===== src/rtl/gfx_pkg.sv =====
// Shared types for the framebuffer fader: pass mode, FSM states and a
// small helper for sizing the frame counter.
package gfx_pkg;

  typedef enum logic {
    FADE_MODE  = 1'b0,
    BLANK_MODE = 1'b1
  } fader_mode_t;

  typedef enum logic [2:0] {
    IDLE    = 3'd0,
    RD_ADDR = 3'd1,
    RD_DATA = 3'd2,
    WRITE   = 3'd3,
    WR_RESP = 3'd4,
    NEXT    = 3'd5
  } fader_state_t;

  // Frame counter width; at least one bit even when every frame starts a pass.
  function automatic int unsigned fcnt_width(input int unsigned n);
    return (n <= 1) ? 1 : $clog2(n);
  endfunction

endpackage


===== src/rtl/fb_fade_pixel.sv =====
// Per-word fade/blank arithmetic. Purely combinational so the pixel rule
// can be exercised on its own, away from the bus sequencing.
module fb_fade_pixel
  import gfx_pkg::*;
#(
  parameter int unsigned PIXEL_BITS = 12,
  parameter int unsigned META_BITS  = 4,
  parameter int unsigned DATA_W     = 16
) (
  input  logic [DATA_W-1:0]    word,
  input  fader_mode_t          mode,
  input  logic [META_BITS-1:0] step,
  output logic [DATA_W-1:0]    new_word,
  output logic                 changed
);

  logic [META_BITS-1:0]  meta;
  logic [META_BITS-1:0]  meta_new;
  logic [PIXEL_BITS-1:0] color;
  logic [PIXEL_BITS-1:0] color_new;

  assign meta  = word[META_BITS-1:0];
  assign color = word[PIXEL_BITS+META_BITS-1:META_BITS];

  // Saturating decay; a pixel whose intensity reaches zero loses its colour.
  // Bits above the colour field pass through untouched.
  always_comb begin
    meta_new  = '0;
    color_new = '0;
    if (mode == FADE_MODE) begin
      meta_new  = (meta > step) ? meta - step : '0;
      color_new = (meta_new == '0) ? '0 : color;
    end
    new_word = word;
    new_word[META_BITS-1:0]                    = meta_new;
    new_word[PIXEL_BITS+META_BITS-1:META_BITS] = color_new;
  end

  assign changed = (new_word != word);

endmodule


===== src/rtl/fb_fader.sv =====
// Framebuffer fader: once every FRAMES_PER_PASS vsyncs, walks every pixel
// word with a read-modify-write over AXI, decaying or clearing its
// intensity. One transaction in flight at a time.
module fb_fader
  import gfx_pkg::*;
#(
  parameter int unsigned PIXEL_BITS       = 12,
  parameter int unsigned META_BITS        = 4,
  parameter int unsigned H_VISIBLE        = 640,
  parameter int unsigned V_VISIBLE        = 480,
  parameter int unsigned AXI_ADDR_WIDTH   = 20,
  parameter int unsigned AXI_DATA_WIDTH   = 16,
  parameter int unsigned FRAMES_PER_PASS  = 1,
  parameter bit          VSYNC_ACTIVE_LOW = 1'b1
) (
  input  logic                            clk,
  input  logic                            reset,
  input  logic                            enable,
  input  logic                            vsync,
  input  logic                            mode,
  input  logic [META_BITS-1:0]            fade_step,
  output logic                            busy,
  output logic                            overrun,
  output logic [AXI_ADDR_WIDTH-1:0]       sram_axi_araddr,
  output logic                            sram_axi_arvalid,
  input  logic                            sram_axi_arready,
  input  logic [AXI_DATA_WIDTH-1:0]       sram_axi_rdata,
  input  logic [1:0]                      sram_axi_rresp,
  input  logic                            sram_axi_rvalid,
  output logic                            sram_axi_rready,
  output logic [AXI_ADDR_WIDTH-1:0]       sram_axi_awaddr,
  output logic                            sram_axi_awvalid,
  input  logic                            sram_axi_awready,
  output logic [AXI_DATA_WIDTH-1:0]       sram_axi_wdata,
  output logic [(AXI_DATA_WIDTH+7)/8-1:0] sram_axi_wstrb,
  output logic                            sram_axi_wvalid,
  input  logic                            sram_axi_wready,
  input  logic [1:0]                      sram_axi_bresp,
  input  logic                            sram_axi_bvalid,
  output logic                            sram_axi_bready
);

  localparam int unsigned FCW = fcnt_width(FRAMES_PER_PASS);
  localparam logic [FCW-1:0] FCNT_LAST = FCW'(FRAMES_PER_PASS - 1);
  localparam logic [AXI_ADDR_WIDTH-1:0] LAST_ADDR =
    AXI_ADDR_WIDTH'(H_VISIBLE * V_VISIBLE - 1);

  fader_state_t                state_q, state_d;
  logic [AXI_ADDR_WIDTH-1:0]   addr_q, addr_d;
  fader_mode_t                 mode_q, mode_d;
  logic [META_BITS-1:0]        step_q, step_d;
  logic                        busy_q, busy_d;
  logic                        overrun_q, overrun_d;
  logic                        vs_prev_q, vs_prev_d;
  logic [FCW-1:0]              fcnt_q, fcnt_d;
  logic [AXI_DATA_WIDTH-1:0]   wdata_q, wdata_d;
  logic                        aw_done_q, aw_done_d;
  logic                        w_done_q, w_done_d;

  logic                        vs_act;
  logic                        vs_edge;
  logic                        pass_due;
  logic [AXI_DATA_WIDTH-1:0]   px_new;
  logic                        px_changed;
  logic                        unused_resp;

  // Responses carry no information this block acts on.
  assign unused_resp = ^{sram_axi_rresp, sram_axi_bresp};

  assign vs_act   = VSYNC_ACTIVE_LOW ? ~vsync : vsync;
  assign vs_edge  = vs_act & ~vs_prev_q;
  assign pass_due = vs_edge && (fcnt_q == FCNT_LAST);

  fb_fade_pixel #(
    .PIXEL_BITS (PIXEL_BITS),
    .META_BITS  (META_BITS),
    .DATA_W     (AXI_DATA_WIDTH)
  ) u_pixel (
    .word     (sram_axi_rdata),
    .mode     (mode_q),
    .step     (step_q),
    .new_word (px_new),
    .changed  (px_changed)
  );

  // State and datapath registers.
  always_ff @(posedge clk) begin
    if (reset) begin
      state_q   <= IDLE;
      addr_q    <= '0;
      mode_q    <= FADE_MODE;
      step_q    <= '0;
      busy_q    <= 1'b0;
      overrun_q <= 1'b0;
      vs_prev_q <= 1'b0;
      fcnt_q    <= '0;
      wdata_q   <= '0;
      aw_done_q <= 1'b0;
      w_done_q  <= 1'b0;
    end else begin
      state_q   <= state_d;
      addr_q    <= addr_d;
      mode_q    <= mode_d;
      step_q    <= step_d;
      busy_q    <= busy_d;
      overrun_q <= overrun_d;
      vs_prev_q <= vs_prev_d;
      fcnt_q    <= fcnt_d;
      wdata_q   <= wdata_d;
      aw_done_q <= aw_done_d;
      w_done_q  <= w_done_d;
    end
  end

  // Next-state: one pixel's read, optional write, then advance.
  always_comb begin
    state_d = state_q;
    case (state_q)
      IDLE:    if (pass_due && enable) state_d = RD_ADDR;
      RD_ADDR: if (sram_axi_arready) state_d = RD_DATA;
      RD_DATA: if (sram_axi_rvalid) state_d = px_changed ? WRITE : NEXT;
      // Leave only once both address and data beats are registered as done.
      WRITE:   if (aw_done_q && w_done_q) state_d = WR_RESP;
      WR_RESP: if (sram_axi_bvalid) state_d = NEXT;
      NEXT:    state_d = (addr_q == LAST_ADDR || !enable) ? IDLE : RD_ADDR;
      default: state_d = IDLE;
    endcase
  end

  // Datapath updates: frame counting, pass latch, word capture, handshakes.
  always_comb begin
    vs_prev_d = vs_act;
    fcnt_d    = fcnt_q;
    addr_d    = addr_q;
    mode_d    = mode_q;
    step_d    = step_q;
    busy_d    = busy_q;
    overrun_d = overrun_q;
    wdata_d   = wdata_q;
    aw_done_d = aw_done_q;
    w_done_d  = w_done_q;

    if (vs_edge) fcnt_d = pass_due ? '0 : fcnt_q + 1'b1;

    // A disabled fader ignores pass starts entirely, busy or not.
    if (pass_due && enable) begin
      if (busy_q) begin
        overrun_d = 1'b1;
      end else if (state_q == IDLE) begin
        addr_d = '0;
        mode_d = fader_mode_t'(mode);
        step_d = fade_step;
        busy_d = 1'b1;
      end
    end

    case (state_q)
      RD_DATA: if (sram_axi_rvalid) wdata_d = px_new;
      WRITE: begin
        if (aw_done_q && w_done_q) begin
          aw_done_d = 1'b0;
          w_done_d  = 1'b0;
        end else begin
          if (sram_axi_awready) aw_done_d = 1'b1;
          if (sram_axi_wready)  w_done_d  = 1'b1;
        end
      end
      NEXT: begin
        if (addr_q == LAST_ADDR || !enable) busy_d = 1'b0;
        else addr_d = addr_q + 1'b1;
      end
      default: ;
    endcase
  end

  // Bus outputs decoded from state; addresses and write data are registers.
  always_comb begin
    sram_axi_arvalid = (state_q == RD_ADDR);
    sram_axi_rready  = (state_q == RD_DATA);
    sram_axi_awvalid = (state_q == WRITE) && !aw_done_q;
    sram_axi_wvalid  = (state_q == WRITE) && !w_done_q;
    sram_axi_bready  = (state_q == WR_RESP);
    sram_axi_araddr  = addr_q;
    sram_axi_awaddr  = addr_q;
    sram_axi_wdata   = wdata_q;
    sram_axi_wstrb   = '1;
    busy             = busy_q;
    overrun          = overrun_q;
  end

endmodule


===== config.mk =====
export PLATFORM = sky130hd
export DESIGN_NAME = fb_fader
export DESIGN_NICKNAME = d
export VERILOG_FILES = /design/src/rtl/gfx_pkg.sv /design/src/rtl/fb_fade_pixel.sv /design/src/rtl/fb_fader.sv
export SDC_FILE = /design/constraint.sdc
export NUM_CORES = 1
export LEC_CHECK = 0
export CORE_MARGIN = 2
export CORE_UTILIZATION = 40
export CTS_CLUSTER_DIAMETER = 60
export CTS_CLUSTER_SIZE = 20
export DETAILED_ROUTE_END_ITERATION = 12
export PLACE_DENSITY = 0.74
export SLEW_MARGIN = 20
export SYNTH_ARGS = -nofsm -noshare
export SYNTH_HDL_FRONTEND = slang
export SYNTH_SLANG_ARGS = --single-unit

===== constraint.sdc =====
create_clock -name clk -period 3.6 [get_ports clk]
set_clock_uncertainty 0.1 [all_clocks]
set_input_delay 0.54 -clock clk [delete_from_list [all_inputs] [get_ports clk]]
set_output_delay 0.54 -clock clk [all_outputs]
set_load 0.02 [all_outputs]

### Word-level counts from Yosys, hierarchy flattened

Index checks and enable logic that the tools add are counted.

* add/sub/neg operators: 3
* magnitude comparators: 1
* equal/unequal tests: 12
* mux-type cells: 27
* bitwise operators: 5
* reduce and logical (&&, ||, !) cells: 19

Operators with widths (number)
* two-way mux 20 bit: 5
* two-way mux 12 bit: 2
* adder 20 x 1 -> 20 bit (second input constant): 1
* equality test 20 x 19 -> 1 bit (second input constant): 1
* two-way mux 3 bit: 6
* case mux 3 bit (6 select lines): 1
* != test 16 bit: 1
* two-way mux 1 bit: 11
* two-way mux 4 bit: 2
* != test 2 bit (second input constant): 4
* AND reduction 2 bit: 4
* equality test 3 x 2 -> 1 bit (second input constant): 2
* equality test 3 bit (second input constant): 2
* logical AND 1 bit: 5
* AND reduction 5 bit: 1
* greater-than comparator 4 bit: 1
* zero test 4 bit: 1
* inverter 1 bit: 4
* nonzero test 2 bit: 2
* subtractor 4 bit: 1
* equality test 3 x 1 -> 1 bit (second input constant): 1
* zero test 1 bit: 3
* zero test 3 bit: 1
* AND reduction 3 bit: 1
* 4 further kinds: 4

* bits in registers: 50
* output and inout port bits: 65
* logic and storage cells: 78

### Depth between registers and ports, before layout

Gate-level depths: netlist (run 1).

* depth after elaboration: 9
* gate-level depth with buffers: 11

### By module

From an unflattened synthesis (run 1), not the netlist that was laid out.

* cells, all modules: 370
* area, all modules: 3021.6 um^2

By module, submodules not included
* fb_fader: instances 1, cells an instance 300, area an instance 2544.9 um^2
* fb_fade_pixel: instances 1, cells an instance 70, area an instance 476.7 um^2

### Worst setup path after synthesis (run 1)

Ideal clock, no wire load.

* path kind: input to register
* start: in sram_axi_rdata[0]
* end: reg state_q[2]
* setup time: 133 ps
* arrival: 2317 ps
* setup slack: 1049 ps
* stages on the path: 10
* buffers on the path: 0
* cell sequence: inv_1 -> ha_1 -> inv_1 -> fa_1 -> a211oi_1 -> or3_1 -> or2_1 -> o2bb2ai_1 -> o311ai_1 -> o22ai_1

* cells in the longest elaborated chain, start to end: 9
* elaborated cells between the ends (all ways): 11

RTL lines
* start: declaration: line fb_fader.sv:27 `input logic [AXI_DATA_WIDTH-1:0] sram_axi_rdata,`
* subtractor 4 bit or greater-than comparator 4 bit (tied branches): line fb_fade_pixel.sv:31 `meta_new = (meta > step) ? meta - step : '0;`
* two-way mux 4 bit: line fb_fade_pixel.sv:31
* zero test 4 bit: line fb_fade_pixel.sv:32 `color_new = (meta_new == '0) ? '0 : color;`
* two-way mux 12 bit: line fb_fade_pixel.sv:32
* two-way mux 12 bit: line fb_fade_pixel.sv:30 `if (mode == FADE_MODE) begin`
* != test 16 bit *: line fb_fade_pixel.sv:39 `assign changed = (new_word != word);`
* two-way mux 3 bit * (2 in series): line fb_fader.sv:121 `RD_DATA: if (sram_axi_rvalid) state_d = px_changed ? WRITE : NEXT;`
* case mux 3 bit (6 select lines) *: line fb_fader.sv:118 `case (state_q)`
* end signal: assignment: line fb_fader.sv:101 `state_q <= state_d;`
* end: declaration: line fb_fader.sv:48 `fader_state_t state_q, state_d;`

Every way passes the cells marked *; elsewhere a longest branch is shown, timed or not. The select of a mux whose other input is x is not followed.
A chain may end at the register's enable or synchronous reset.

### Worst setup path after layout (run 1)

Ends and elaborated chain as after synthesis.

==> results of run 1 <==
## layer usage
layer  GRT usage  part of all wire  up-vias
met5           0                 0        -
met4      0.0384            0.0095        0
met3      0.0505             0.067        7
met2       0.290              0.47       82
met1       0.209              0.45     1158
li1            -                 -     1240
## worst paths after layout
kind,start,endpoint,slack [ns],cells past startpoint
worst min register to register,sram_axi_wdata[4],sram_axi_wdata[4],0.36,2
worst min-delay path,sram_axi_wdata[4],sram_axi_wdata[4],0.36,2
worst max register to register,step_q[0],state_q[2],1.05,9
worst max-delay path,sram_axi_rdata[0],state_q[2],0.56,11
## metrics by stage
step           utilization  instance area [um2]
2_1_floorplan            -                 2720
3_3_place_gp         0.528                 3530
3_5_place_dp         0.528                 3530
4_1_cts              0.542                 3620
5_1_grt              0.542                 3620
6_report             0.542                 3620
## worst reg2reg max path, delay by kind of cell (launching register included)
family / cells / cell delay, ns
adders and majority gates: 2 / 0.44
and+or+nand+nor: 2 / 0.73
DFF: 1 / 0.33
buffers and inverters: 1 / 0.07
AOI/OAI and AO/OA: 4 / 0.76
## cell usage after synthesis, drive strengths merged (3+ instances only)
master and count:
a31oi 6, nor4 6, and4 5, dfxtp 50, or2 3, inv 11, clkbuf 8, buf 26
mux2i 6, nand3 25, xnor2 10, nor2 42, nand4 5, o21ai 4, xor2 10, nand2 30
ha 5, nor3 8, and3 6, a21oi 23
## power by group through the flow
stage	logic, mW	clock network [mW]	registers [mW]
global route	0.267	0.364	0.591
finish	0.243	0.331	0.587
detailed placement	0.242	0	0.600
floorplan	0.157	0	0.600
CTS	0.243	0.341	0.587
global placement	0.239	0	0.599
## sequential cells by signal (all words and copies together), names as in the netlist, 3 cells and up
register,cells
sram_axi_araddr,20
sram_axi_wdata,16
state_q,3
step_q,4
## cells by family after synthesis
group / Yosys count / share of synthesized area
buf+inv: 45 / 0.102
mux: 7 / 0.0262
other cells: 1 / 0.00138
simple gates: 143 / 0.285
flops: 50 / 0.368
fa+ha+maj: 6 / 0.0304
compound gates: 48 / 0.114
xor+xnor: 21 / 0.0732
## layout make-up
class / instances / share of cell area
Multi-Input combinational cell: 227 / 0.399
Sequential cell: 50 / 0.277
Timing Repair Buffer: 95 / 0.261
Tap cell: 80 / 0.0277
Clock buffer: 5 / 0.0190
Inverter: 11 / 0.0114
Clock inverter: 3 / 0.00588
==> metrics, run 1 <==
# setup viols final=0; largest net degree at the start of global routing=23; delay-heaviest family, CP=compound AO/OA/AOI/OAI gates; fin cells=between 400 and 500; required time of the critical path=3.67 ns; footprint of the multi-input gates=around 1400 um2; Gate power share=0.209; clk sinks=50; port bufs=92; antenna violations before repair=0; drt drc=0; fraction of layout cells with a size suffix above 1=0.0793; peak supply drop=0.171 mV; post-route setup slack=0.560 ns; Die Height=86.4 um; final worst-path cycle share=0.844; post_cts resized=0; Vias/cell=approximately 5.3; crit path cell chain=clkdlybuf4s50_1 -> inv_1 -> ha_1 -> inv_1 -> fa_1 -> a211oi_1 -> or3_1 -> or2_1 -> o2bb2ai_1 -> o311ai_1 -> o22ai_1; Buf+Inv Stages, Crit Path=3; min-delay worst type=reg2reg; diode count=0; CP peak stage delay=0.49 ns; crit path launch type=input pin; Gate Count Post-Synth=321; commonest cells after routing, fill and taps aside=clkdlybuf4s50_1 (92), dfxtp_1 (50), nor2_1 (31), nand2_1 (30), nand3_1 (25); # H-tree levels=2; GRT Overall Usage=0.169; vias in the first global route=2281; Worst-Skew Late Latency=0.31 ns; overall power=1.16 mW; CTS buffer count=5; Max Fclk=329 MHz; # rows=30; P per Cell Area=321 nW/um2; number of hold violations in the final report=0; slew at the pin closest to its max-slew limit=between 0.5 and 0.6 ns; Placer Congestion=between 0.8 and 0.9; GRT overflow=0; dpl cells=463; chip width=86.4 um; wire length per cell=13.2 um; status=completed; Syn. warnings=0; Cell variety after synth=57; I/O pin count=99; EDFF count, synth=0; max-cap violations=0; dpl ws=0.288 ns; register area share after synthesis=0.368; Synth top area share=0.368; total length of routed wires=6210 um; Sw Pwr=0.345 mW; total die area=between 7000 and 8000 um2; core area=6680 um2; setup_tns=0 ns; Area contributors post-synth=dfxtp_1 (37%), buf_4 (6.1%), nand3_1 (4.6%); first-pass GRT wire length=10200 um; area growth from synthesis to layout=33.1%; FILL cells=630; sequential standard cell area=1000 um2; Flop pwr share=0.506; worst hold slack=0.360 ns; RSZ-0062 raised after global routing=no; Async S/R FF share, synth=0; Routed Antenna Nets=0; Post-synth top flop=dfxtp_1; Leak=1.21 nW; crit-path max FO=5; initial detailed-routing violation count=122; Setup Buffers After CTS=0; Clk pwr share=0.285; dpl hpwl=4720 um; Synth Register Bits=50; clock period minus worst slack=3.04 ns; TritonCTS clock tree=built; clock tree buffer depth=2; clock root buffer=clkbuf_8; kind of critical path=in2reg; crit end category=flip-flop; Int Power=slightly above 0.8 mW; max-slew violation total from the final report=0; drt first pass iters=4; fin nets=430; Initial Utilization=0.407; Post-Syn Area=2720 um2; sw frac=0.297; Worst EP arrival=between 3 and 4 ns; worst relative slew slack=0.609; CP max stage cell=clkdlybuf4s50_1; Mapped Avg Cell Area=8.47 um2; Worst path most repeated cell=inv_1; leading cell type in the layout, fill and taps excluded=clkdlybuf4s50_1; via count=2487; largest area contributor in the netlist=dfxtp_1; hold_buf cts=0; Worst-path clk slew=roughly 0.1 ns
Power figures use the tool's default switching activity.
==> run 2, diff against run 1 <==
==> constraint.sdc (replaced) <==
create_clock -name clk -period 2.9 [get_ports clk]
set_clock_uncertainty 0.1 [all_clocks]
set_input_delay 0.435 -clock clk [delete_from_list [all_inputs] [get_ports clk]]
set_output_delay 0.435 -clock clk [all_outputs]
set_load 0.02 [all_outputs]
==> run 2 against run 1 <==
  * Total power grew 27%
  * Via count grew 1.5%
  * Cell area grew 2.9%
  * Non-clock buffer count grew 10
  * Sequential cell count is the same
  * Clock power grew 27%
  * Sequential share of layout area shrank 0.78 points
==> metrics, run 2 (synthesis gave the netlist of run 1 again) <==
status=completed; Initial Utilization=0.407 (unchanged); busiest grt layer=met2; fin cells=481 (+2.1%); Worst-path clk slew=0.09 ns (about the same); antenna violations before repair=0 (unchanged); TritonCTS clock tree=built; clk sinks=50 (unchanged); drt first pass iters=4 (unchanged); worst relative slew slack=0.588 (-0.0207); core area=6680 um2 (unchanged); sequential standard cell area=1000 um2 (unchanged); hold_buf cts=0 (unchanged); wire length per cell=13.5 um (+2.2%); Worst-Skew Late Latency=0.30 ns (about the same); I/O pin count=99 (unchanged); vias in the first global route=2337 (+2.5%); Routed Antenna Nets=0 (unchanged); crit end category=flip-flop; final instance area=3720 um2 (+2.9%); peak supply drop=0.210 mV (+23%); via count=2524 (+1.5%); port bufs=92 (unchanged); clock period minus worst slack=2.74 ns; total length of routed wires=6480 um (+4.4%); overall power=1.48 mW (+27%); GRT overflow=0 (unchanged); fin nets=440 (+2.3%); crit-path max FO=4 (-1); Placer Congestion=0.818 (+1.0%); # H-tree levels=2 (unchanged); Vias/cell=5.25 (-0.62%); max-slew violation total from the final report=0 (unchanged); dpl ws=-0.184 ns (-0.472 ns); RSZ-0062 raised after global routing=no; number of hold violations in the final report=0 (unchanged); footprint of the multi-input gates=1440 um2 (unchanged); post-route setup slack=0.159 ns (-0.401 ns); max FFs per register=20 (unchanged); Max Fclk=365 MHz; Worst EP arrival=2.82 ns (-0.29 ns); largest net degree at the start of global routing=23 (unchanged); crit path launch type=input pin; required time of the critical path=2.98 ns (-0.69 ns); worst hold slack=0.354 ns (-0.00649 ns); P per Cell Area=398 nW/um2 (+24%); post_cts resized=0 (unchanged); fraction of layout cells with a size suffix above 1=0.102 (+0.0230); dpl cell area=3630 um2 (+2.8%); CTS buffer count=5 (unchanged); # setup viols final=0 (unchanged); commonest cells after routing, fill and taps aside=clkdlybuf4s50_1 (92), dfxtp_1 (50), nor2_1 (31), nand2_1 (30), nand3_1 (25); leading cell type in the layout, fill and taps excluded=clkdlybuf4s50_1; # rows=30 (unchanged); min-delay worst type=reg2reg; diode count=0 (unchanged); met1 Usage GRT=0.213 (+0.00485); Die Height=86.4 um (unchanged); clock root buffer=clkbuf_8; slew at the pin closest to its max-slew limit=0.613 ns (+0.0274 ns); GRT Overall Usage=0.172 (+0.00322); first-pass GRT wire length=10400 um (+1.5%); met2 GRT Util=0.294 (+0.00350); Leak=1.27 nW (+4.8%); Setup Buffers After CTS=0 (unchanged); FILL cells=629 (-0.16%); clock tree buffer depth=2 (unchanged); initial detailed-routing violation count=116 (-4.9%); GR Util met3=0.0448 (-0.00571); final worst-path cycle share=0.945; area growth from synthesis to layout=37.0%; chip width=86.4 um (unchanged); dpl hpwl=4970 um (+5.3%); total die area=7470 um2 (unchanged); max-cap violations=0 (unchanged); drt drc=0 (unchanged); dpl cells=473 (+2.2%); kind of critical path=in2reg
[run 2: metal layers]
layer	vias to the layer above	part of all wire
met2	85	0.48
li1	1252	-
met3	8	0.056
met5	-	0
met1	1179	0.46
met4	0	0.0093
[run 2: final cells by class]
type                            count  share of cell area
Clock buffer                        6              0.0222
Clock inverter                      2             0.00336
Inverter                           11              0.0111
Multi-Input combinational cell    227               0.388
Sequential cell                    50               0.269
Tap cell                           80              0.0269
Timing Repair Buffer              105               0.280
[run 2: stage by stage]
step / util / TNS (ns)
after detailed placement: 0.543 / -0.709
after CTS: 0.557 / 0
after global placement: 0.543 / -0.0517
after floorplan: - / 0
after global routing: 0.557 / 0
final: 0.557 / 0
[run 2: power breakdown]
| part | total (mW) | switching [mW] | internal (mW) |
|---|---|---|---|
| sequential | 0.729 | 0.0223 | 0.707 |
| clock | 0.420 | 0.228 | 0.192 |
| combinational | 0.332 | 0.173 | 0.159 |
| total | 1.48 | 0.423 | 1.06 |
[run 2: final timing paths]
kind                                          end               from  cells past startpoint  slack [ns]
worst max-delay path                   state_q[2]  sram_axi_rdata[0]                     11        0.16
worst min-delay path            sram_axi_wdata[7]  sram_axi_wdata[7]                      2        0.35
worst max register to register         state_q[2]          step_q[0]                     10        0.52
worst min register to register  sram_axi_wdata[7]  sram_axi_wdata[7]                      2        0.35
[run 2: critical path: stages]
cell             delay [ns]
clkdlybuf4s50_1        0.48
inv_1                  0.06
ha_1                   0.20
inv_1                  0.07
fa_1                   0.21
a211oi_1               0.09
or3_1                  0.38
or2_1                  0.27
o2bb2ai_1              0.14
o311ai_1               0.38
o22ai_1                0.11
